<file path="src/rtl/irq_pkg.sv">
// Shared types and priority helpers for the interrupt front-end.
// Helpers work on a 4-bit vector: irq_id is 2 bits wide, so at most 4 lines exist.
package irq_pkg;

  localparam int NUM_IRQ_DEF = 3;
  localparam int MAX_IRQ     = 4;

  typedef logic [MAX_IRQ-1:0] irq_vec_t;
  typedef logic [1:0]         irq_idx_t;

  typedef enum logic {
    IDLE = 1'b0,
    REQ  = 1'b1
  } state_t;

  function automatic irq_idx_t prio_top(input irq_vec_t vec);
    irq_idx_t idx;
    idx = '0;
    for (int i = 0; i < MAX_IRQ; i++) begin
      if (vec[i]) idx = irq_idx_t'(i);
    end
    return idx;
  endfunction

  // Lines allowed to preempt the given in-service set: strictly above its top bit.
  function automatic irq_vec_t above_mask(input irq_vec_t level);
    irq_vec_t m;
    irq_idx_t top;
    m = '1;
    if (level != '0) begin
      top = prio_top(level);
      for (int i = 0; i < MAX_IRQ; i++) begin
        m[i] = (i > int'(top));
      end
    end
    return m;
  endfunction

endpackage

</file>
<file path="src/rtl/irq_debounce.sv">
// One button line: 2-flop synchroniser, stability counter, registered rising-edge pulse.
module irq_debounce #(
  parameter int DEB_CYCLES = 4,
  parameter int CNT_W      = 8
) (
  input  logic clk,
  input  logic clr,
  input  logic btn_raw,
  output logic rise
);

  logic             sync1_q, sync1_d;
  logic             sync2_q, sync2_d;
  logic             level_q, level_d;
  logic             level_dly_q, level_dly_d;
  logic             rise_q, rise_d;
  logic [CNT_W-1:0] cnt_q, cnt_d;

  always_comb begin
    sync1_d     = btn_raw;
    sync2_d     = sync1_q;
    level_d     = level_q;
    cnt_d       = '0;
    level_dly_d = level_q;
    rise_d      = level_q & ~level_dly_q;
    if (sync2_q != level_q) begin
      if (cnt_q == CNT_W'(DEB_CYCLES - 1)) begin
        level_d = ~level_q;
      end else begin
        cnt_d = cnt_q + CNT_W'(1);
      end
    end
  end

  always_ff @(posedge clk or negedge clr) begin
    if (!clr) begin
      sync1_q     <= 1'b0;
      sync2_q     <= 1'b0;
      level_q     <= 1'b0;
      level_dly_q <= 1'b0;
      rise_q      <= 1'b0;
      cnt_q       <= '0;
    end else begin
      sync1_q     <= sync1_d;
      sync2_q     <= sync2_d;
      level_q     <= level_d;
      level_dly_q <= level_dly_d;
      rise_q      <= rise_d;
      cnt_q       <= cnt_d;
    end
  end

  assign rise = rise_q;

endmodule

</file>
<file path="src/rtl/irq_front_ctrl.sv">
// Interrupt front-end: debounced edges -> pending -> prioritised req/ack -> nested in-service.
// Optional IRQ_MASK_EN adds an irq_mask input gating which pending lines may be presented.
module irq_front_ctrl
  import irq_pkg::*;
#(
  parameter int NUM_IRQ    = NUM_IRQ_DEF,
  parameter int DEB_CYCLES = 4,
  parameter int CNT_W      = 8
) (
  input  logic               clk,
  input  logic               clr,
  input  logic [NUM_IRQ-1:0] btn,
`ifdef IRQ_MASK_EN
  input  logic [NUM_IRQ-1:0] irq_mask,
`endif
  input  logic               irq_ack,
  input  logic               irq_eret,
  output logic               irq_req,
  output logic [1:0]         irq_id,
  output logic [NUM_IRQ-1:0] irq_running
);

  logic [NUM_IRQ-1:0] rise;
  logic [NUM_IRQ-1:0] pending_q, pending_d;
  logic [NUM_IRQ-1:0] in_svc_q, in_svc_d;
  irq_idx_t           irq_id_q, irq_id_d;
  state_t             state_q, state_d;

  irq_vec_t pend_ext, svc_ext, mask_ext, eligible;

  genvar gi;
  generate
    for (gi = 0; gi < NUM_IRQ; gi++) begin : g_deb
      irq_debounce #(
        .DEB_CYCLES(DEB_CYCLES),
        .CNT_W     (CNT_W)
      ) u_deb (
        .clk    (clk),
        .clr    (clr),
        .btn_raw(btn[gi]),
        .rise   (rise[gi])
      );
    end
  endgenerate

  always_comb begin
    pend_ext = '0;
    svc_ext  = '0;
    mask_ext = '0;
    pend_ext[NUM_IRQ-1:0] = pending_q;
    svc_ext[NUM_IRQ-1:0]  = in_svc_q;
`ifdef IRQ_MASK_EN
    mask_ext[NUM_IRQ-1:0] = irq_mask;
`else
    mask_ext[NUM_IRQ-1:0] = '1;
`endif
    eligible = pend_ext & above_mask(svc_ext) & mask_ext;

    state_d   = state_q;
    irq_id_d  = irq_id_q;
    pending_d = pending_q;
    in_svc_d  = in_svc_q;

    case (state_q)
      IDLE: begin
        if (eligible != '0) begin
          state_d  = REQ;
          irq_id_d = prio_top(eligible);
        end
      end
      REQ: begin
        if (irq_ack) begin
          state_d             = IDLE;
          pending_d[irq_id_q] = 1'b0;
        end
      end
      default: state_d = IDLE;
    endcase

    // ERET retires the current level before a same-cycle ack adds the new one.
    if (irq_eret && (svc_ext != '0)) begin
      in_svc_d[prio_top(svc_ext)] = 1'b0;
    end
    if ((state_q == REQ) && irq_ack) begin
      in_svc_d[irq_id_q] = 1'b1;
    end

    // A fresh edge outranks the ack clear of the same line.
    pending_d = pending_d | rise;
  end

  always_ff @(posedge clk or negedge clr) begin
    if (!clr) begin
      state_q   <= IDLE;
      irq_id_q  <= '0;
      pending_q <= '0;
      in_svc_q  <= '0;
    end else begin
      state_q   <= state_d;
      irq_id_q  <= irq_id_d;
      pending_q <= pending_d;
      in_svc_q  <= in_svc_d;
    end
  end

  assign irq_req     = (state_q == REQ);
  assign irq_id      = irq_id_q;
  assign irq_running = in_svc_q;

endmodule

</file>
<file path="config.mk">
export PLATFORM = sky130hd
export DESIGN_NAME = irq_front_ctrl
export DESIGN_NICKNAME = d
export VERILOG_FILES = /design/src/rtl/irq_pkg.sv /design/src/rtl/irq_debounce.sv /design/src/rtl/irq_front_ctrl.sv
export SDC_FILE = /design/constraint.sdc
export NUM_CORES = 1
export LEC_CHECK = 0
export CORE_UTILIZATION = 45
export CTS_CLUSTER_DIAMETER = 50
export DETAILED_ROUTE_END_ITERATION = 7
export SYNTH_ARGS = -nofsm -noshare
export SYNTH_HDL_FRONTEND = slang
export SYNTH_HIERARCHICAL = 1
export SYNTH_SLANG_ARGS = --single-unit
</file>
<file path="constraint.sdc">
create_clock -name clk -period 1.42 [get_ports clk]
set_input_delay 0.142 -clock clk [delete_from_list [all_inputs] [get_ports clk]]
set_output_delay 0.142 -clock clk [all_outputs]
set_load 0.01 [all_outputs]
</file>
======== Yosys cells after proc, flatten, opt, wreduce, memory -nomap -nowiden ========
Index checks and enable logic that the tools add are counted.
Widths: inputs -> output; s select.
word-level totals
  register bits after elaboration ......... 48
  output and inout bits ................... 6
  word-level logic and storage cells ...... 88
  input bits .............................. 7
operators by class
  mux-type cells .......................... 24
  magnitude comparators ................... 6
  equality and inequality tests ........... 6
  reduce and logical (&&, ||, !) cells .... 10
  bitwise operators ....................... 17
  add/sub/neg operators ................... 3
operator list
  kind                 number
  $mux 8               6
  $add 8x1->8 const B  3
  $eq 8x2->1 const B   3
  $mux 3               5
  $and 3x3->3          3
  $mux 2               4
  $reduce_and 2->1     4
  $not 1->1            7
  $lt 2x3->1 const B   2
  $mux 1               6
  $not 3->3            2
  $or 3x3->3           2
  $demux 1 s2          2
  $ge 2x1->1 const B   2
  $logic_and 1x1->1    4
  $reduce_bool 4->1    1
  $and 1x1->1          3
  $ne 1x1->1           3
  $reduce_bool 3->1    1
  $gt 1x2->1 const A   1
  $gt 2x2->1 const A   1
  $pmux 1 s2           1

======== Logic depth before layout (Yosys ltp) ========
  word-level depth ........................ 12
  depth in mapped cells ................... 4
  gate-level depth less buffers ........... 4

======== Cells and area by module ========
The synthesis kept the hierarchy.
modules (own cells, without submodules)
  module          instances  cells an instance  area an instance (µm²)  seq. area each (µm²)
  irq_debounce    3          47                 549.3                   325.3
  irq_front_ctrl  1          34                 397.9                   225.2

======== Worst setup path before layout ========
Ideal clock, no wire load.
  path kind ............................... flip-flop to flip-flop
  from .................................... register g_deb[0].u_deb.cnt_q[0]
  to ...................................... register g_deb[0].u_deb.level_q
  setup time .............................. 0.125 ns
  path slack .............................. 0.148 ns
  data required time ...................... 1.295 ns
  period minus slack after synthesis ...... 1.272 ns
  arrival time ............................ 1.148 ns
  stages on the path, launching flop included .. 5
  buffers on the path ..................... 0
  cell sequence ........................... dfrtp_1 -> ha_1 -> nor4b_2 -> nand2_1 -> mux2_2
on the way
  longest elaborated chain between the ends .. 2
RTL lines
  element                     RTL line            RTL
  start, declared             irq_debounce.sv:17  logic [CNT_W-1:0] cnt_q, cnt_d;
  start signal, assigned      irq_debounce.sv:49  cnt_q <= cnt_d;
  $eq 8x2->1                  irq_debounce.sv:27  if (cnt_q == CNT_W'(DEB_CYCLES - 1)) begin
  $reduce_and 2->1 (no line)  --
  end signal, assigned        irq_debounce.sv:46  level_q <= level_d;
  end, declared               irq_debounce.sv:14  logic level_q, level_d;
Every way passes these cells.
A chain may end at the register's enable or synchronous reset.

======== Worst setup path in the final report ========
  from .................................... register irq_id_q[1] (netlist: irq_id[1])
  to ...................................... output irq_id[1]
RTL lines
  element                 RTL line               RTL
  start, declared         irq_front_ctrl.sv:26   irq_idx_t irq_id_q, irq_id_d;
  start signal, assigned  irq_front_ctrl.sv:100  irq_id_q <= irq_id_d;
  end, declared           irq_front_ctrl.sv:19   output logic [1:0] irq_id,
No word-level cell between the ends.

==> results.md <==
* Status: complete, no violations
* Area Growth Syn to Fin at 18.5%
* Clock tree buffer depth at 2
* Vias in the first global route at 1446
* Min-Delay Path Depth at 1
* Core ar. at roughly 0.0044 mm^2
* CP arrival at 1.22 ns
* Final non-filler cell total at 251
* HPWL Detailed at 2260 um
* First-pass GRT wire length at 5940 um
* Mapped Area at 0.00205 mm^2
* Nets at approximately 210
* WL per Instance at 13.3 um
* Worst Path Required at 1.28 ns
* Final hold violations at 0
* Largest net degree at the start of global routing at 49
* Fin crit share at 0.960
* Final setup fails at 0
* Core Util, Final at 0.557
* CP delay by family, top: buffers and inverters
* CTS root buf: clkbuf_8
* Clock slew at reported path FFs at 0.08 ns
* Initial antenna violation count at 0
* Power density over cell area at 1720 mW/mm^2
* Fmax at 733 MHz
* Vias/cell at 5.33
* Max IR drop VDD at 0.853 mV
* Leak at 0.00109 uW
* Post-synthesis net count at approximately 190
* CP cell instances: clkdlybuf4s50_1
* Critical path buffer and inverter count at 1
* RD Place Congestion at 0.799
* CP Class: flop to primary output
* Die height at approximately 69 um
* Total track usage at 0.156
* Worst relative slew slack at 0.780
* Distinct cell type count after synthesis at 26
* Cell count along the critical path at 1
* RSZ-0062 raised after global routing: no
* Initial core utilization at 0.470
* FF+latch count, synth at 48
* Insertion delay to the later sink of the worst-skew pair at ~0.30 ns
* Die W at 69.4 um
* Reg2Reg Depth at 4
* I/O Buffers at 12
* Placed cell count at 240
* Sequential-to-total area share from yosys stat at 0.587
* Io pins at 13
* DRC Markers at 0
* Most common cell after layout, fill and taps aside: dfrtp_1
* Pre-CTS worst setup slack at ~0.04 ns
* Die area at 0.00482 mm^2
* # fillers at 372
* Routed wire length at 3350 um
* Final WS setup at between 0.05 and 0.06 ns
* Most frequent cells in the layout: dfrtp_1 (43), nor2_1 (16), nand3_1 (13), o21ai_0 (12), or3_1 (11)
* Std cell rows at 24
* Final antenna-violating net count at 0
* Layout cells sized above 1 at 0.181
* Worst Skew at around 0.0084 ns
* CP Launch Type: flop
* Dpl cell area at around 0.0022 mm^2
* H-tree levels at 2
* First-pass DRT Iterations at 4
* Mapped Avg Cell Area at 11.7 um^2
* Max FO, Critical Path at 3
* Crit end category: primary output
* Fin area at around 0.0024 mm^2
* Setup_tns at 0 ns
* Antenna fix cells at 0
* Vias at 1339
* Slew Limit Fails at 0
* Worst path slowest cell: clkdlybuf4s50_1
* Worst hold-check path type: input port to flop
* CP peak stage delay at 0.54 ns
* Measured slew at the worst slew-check pin at 0.328 ns
* CTS tree: built
* Grt ovf at 0
* Clock net sink count at 48
* DR iter-0 viols at 82
* Yosys Warn Count at 6
* Min Tclk post-route at 1.36 ns
* Max cap viols at 0
* TritonCTS buffer count at 5
* Syn Inst Count at 175
-- final timing paths --
| path | startpoint | to | slack [ns] |
|---|---|---|---|
| setup / recovery | irq_id[1]$_DFFE_PN0P_ | irq_id[1] | 0.06 |
| hold / removal | btn[2] | g_deb[2].u_deb/sync1_q$_DFF_PN0_ | 0.29 |
| setup reg to reg | g_deb[1].u_deb/cnt_q[0]$_DFF_PN0_ | g_deb[1].u_deb/level_dly_d$_DFFE_PN0P_ | 0.08 |
| hold reg to reg | g_deb[1].u_deb/sync1_q$_DFF_PN0_ | g_deb[1].u_deb/sync2_q$_DFF_PN0_ | 0.34 |
| max in group asynchronous | clr | g_deb[2].u_deb/cnt_q[1]$_DFF_PN0_ | 0.84 |
| min in group asynchronous | clr | g_deb[0].u_deb/cnt_q[5]$_DFF_PN0_ | 0.34 |
-- where the power goes --
| part | internal (uW) | leakage [uW] | total [uW] | switching [uW] |
|---|---|---|---|---|
| registers | 1710 | 0.000609 | 2040 | 323 |
| clock network | 621 | 0.0000645 | 1050 | 430 |
| logic | 568 | 0.000414 | 1080 | 507 |
-- sequential cells by signal, indices dropped and copies added (netlist names) --
| signal | count |
|---|---|
| irq_running | 3 |
| g_deb.u_deb/level_dly_q | 3 |
| pending_q | 3 |
| irq_req | 1 |
| g_deb.u_deb/sync2_q | 3 |
| irq_id | 2 |
| g_deb.u_deb/sync1_q | 3 |
| g_deb.u_deb/rise | 3 |
| g_deb.u_deb/level_dly_d | 3 |
| g_deb.u_deb/cnt_q | 24 |
-- final cells by class --
cell class	instances	area, um^2	share of cell area
Tap cell	52	65.1	0.0268
Timing Repair Buffer	16	160	0.0660
Sequential cell	48	1210	0.498
Clock inverter	1	30.0	0.0124
Clock buffer	7	96.3	0.0397
Multi-Input combinational cell	118	832	0.343
Inverter	9	33.8	0.0139
-- metal layers --
layer  track usage  wire length, um  vias up
met5             0                0        -
met4        0.0862               84        0
met3        0.0349               92        9
met2         0.268             1700       19
met1         0.179             1460      663
li1              -                -      648
-- cells in the mapped netlist --
cell	instances	share of area
o311a_4	1	0.010
nand4_1	1	0.0031
nand4_2	3	0.018
xnor2_1	6	0.026
ha_1	6	0.037
nor4b_1	1	0.0043
mux2_2	3	0.017
inv_1	9	0.017
o21ai_0	12	0.029
nand2b_1	1	0.0031
nor2b_4	1	0.0067
a21o_1	6	0.022
nand3_1	13	0.032
nor4b_2	3	0.022
dfrtp_1	48	0.59
nor3_1	3	0.0073
a21o_2	1	0.0043
nor2_1	16	0.029
xor2_1	6	0.026
nand2_1	10	0.018
or2b_1	1	0.0037
nor2b_1	3	0.0092
a21oi_2	3	0.013
a21oi_1	6	0.015
or3_1	11	0.034
mux2_4	1	0.0073
-- cells by family (layout without fill, tap and decap cells) --
family                   count (synthesis)  after routing  synth area share
AO/OA/AOI/OAI                           29             29            0.0936
XOR/XNOR                                12             12            0.0514
adder cells (fa/ha/maj)                  6              6            0.0367
buffers and inverters                    9             33            0.0165
flip-flops                              48             48             0.587
multiplexers                             4              4            0.0238
AND/OR/NAND/NOR                         67             67             0.191
-- what timing repair did --
action                     in CTS  in global routing
setup buffers                   2                  0
setup endpoints to repair       7                 24
hold buffers                    1                  0
gates resized for setup         3                 10
hold endpoints to repair       48                  0
gates cloned                    0                  0
-- stage by stage --
stage,hold slack [ns],total power [uW]
2_1_floorplan,-0.154,2700
3_3_place_gp,0.142,3040
3_5_place_dp,0.144,3110
4_1_cts,0.275,4200
5_1_grt,0.282,4450
6_report,0.287,4160
(Power assumes the default switching activity.)
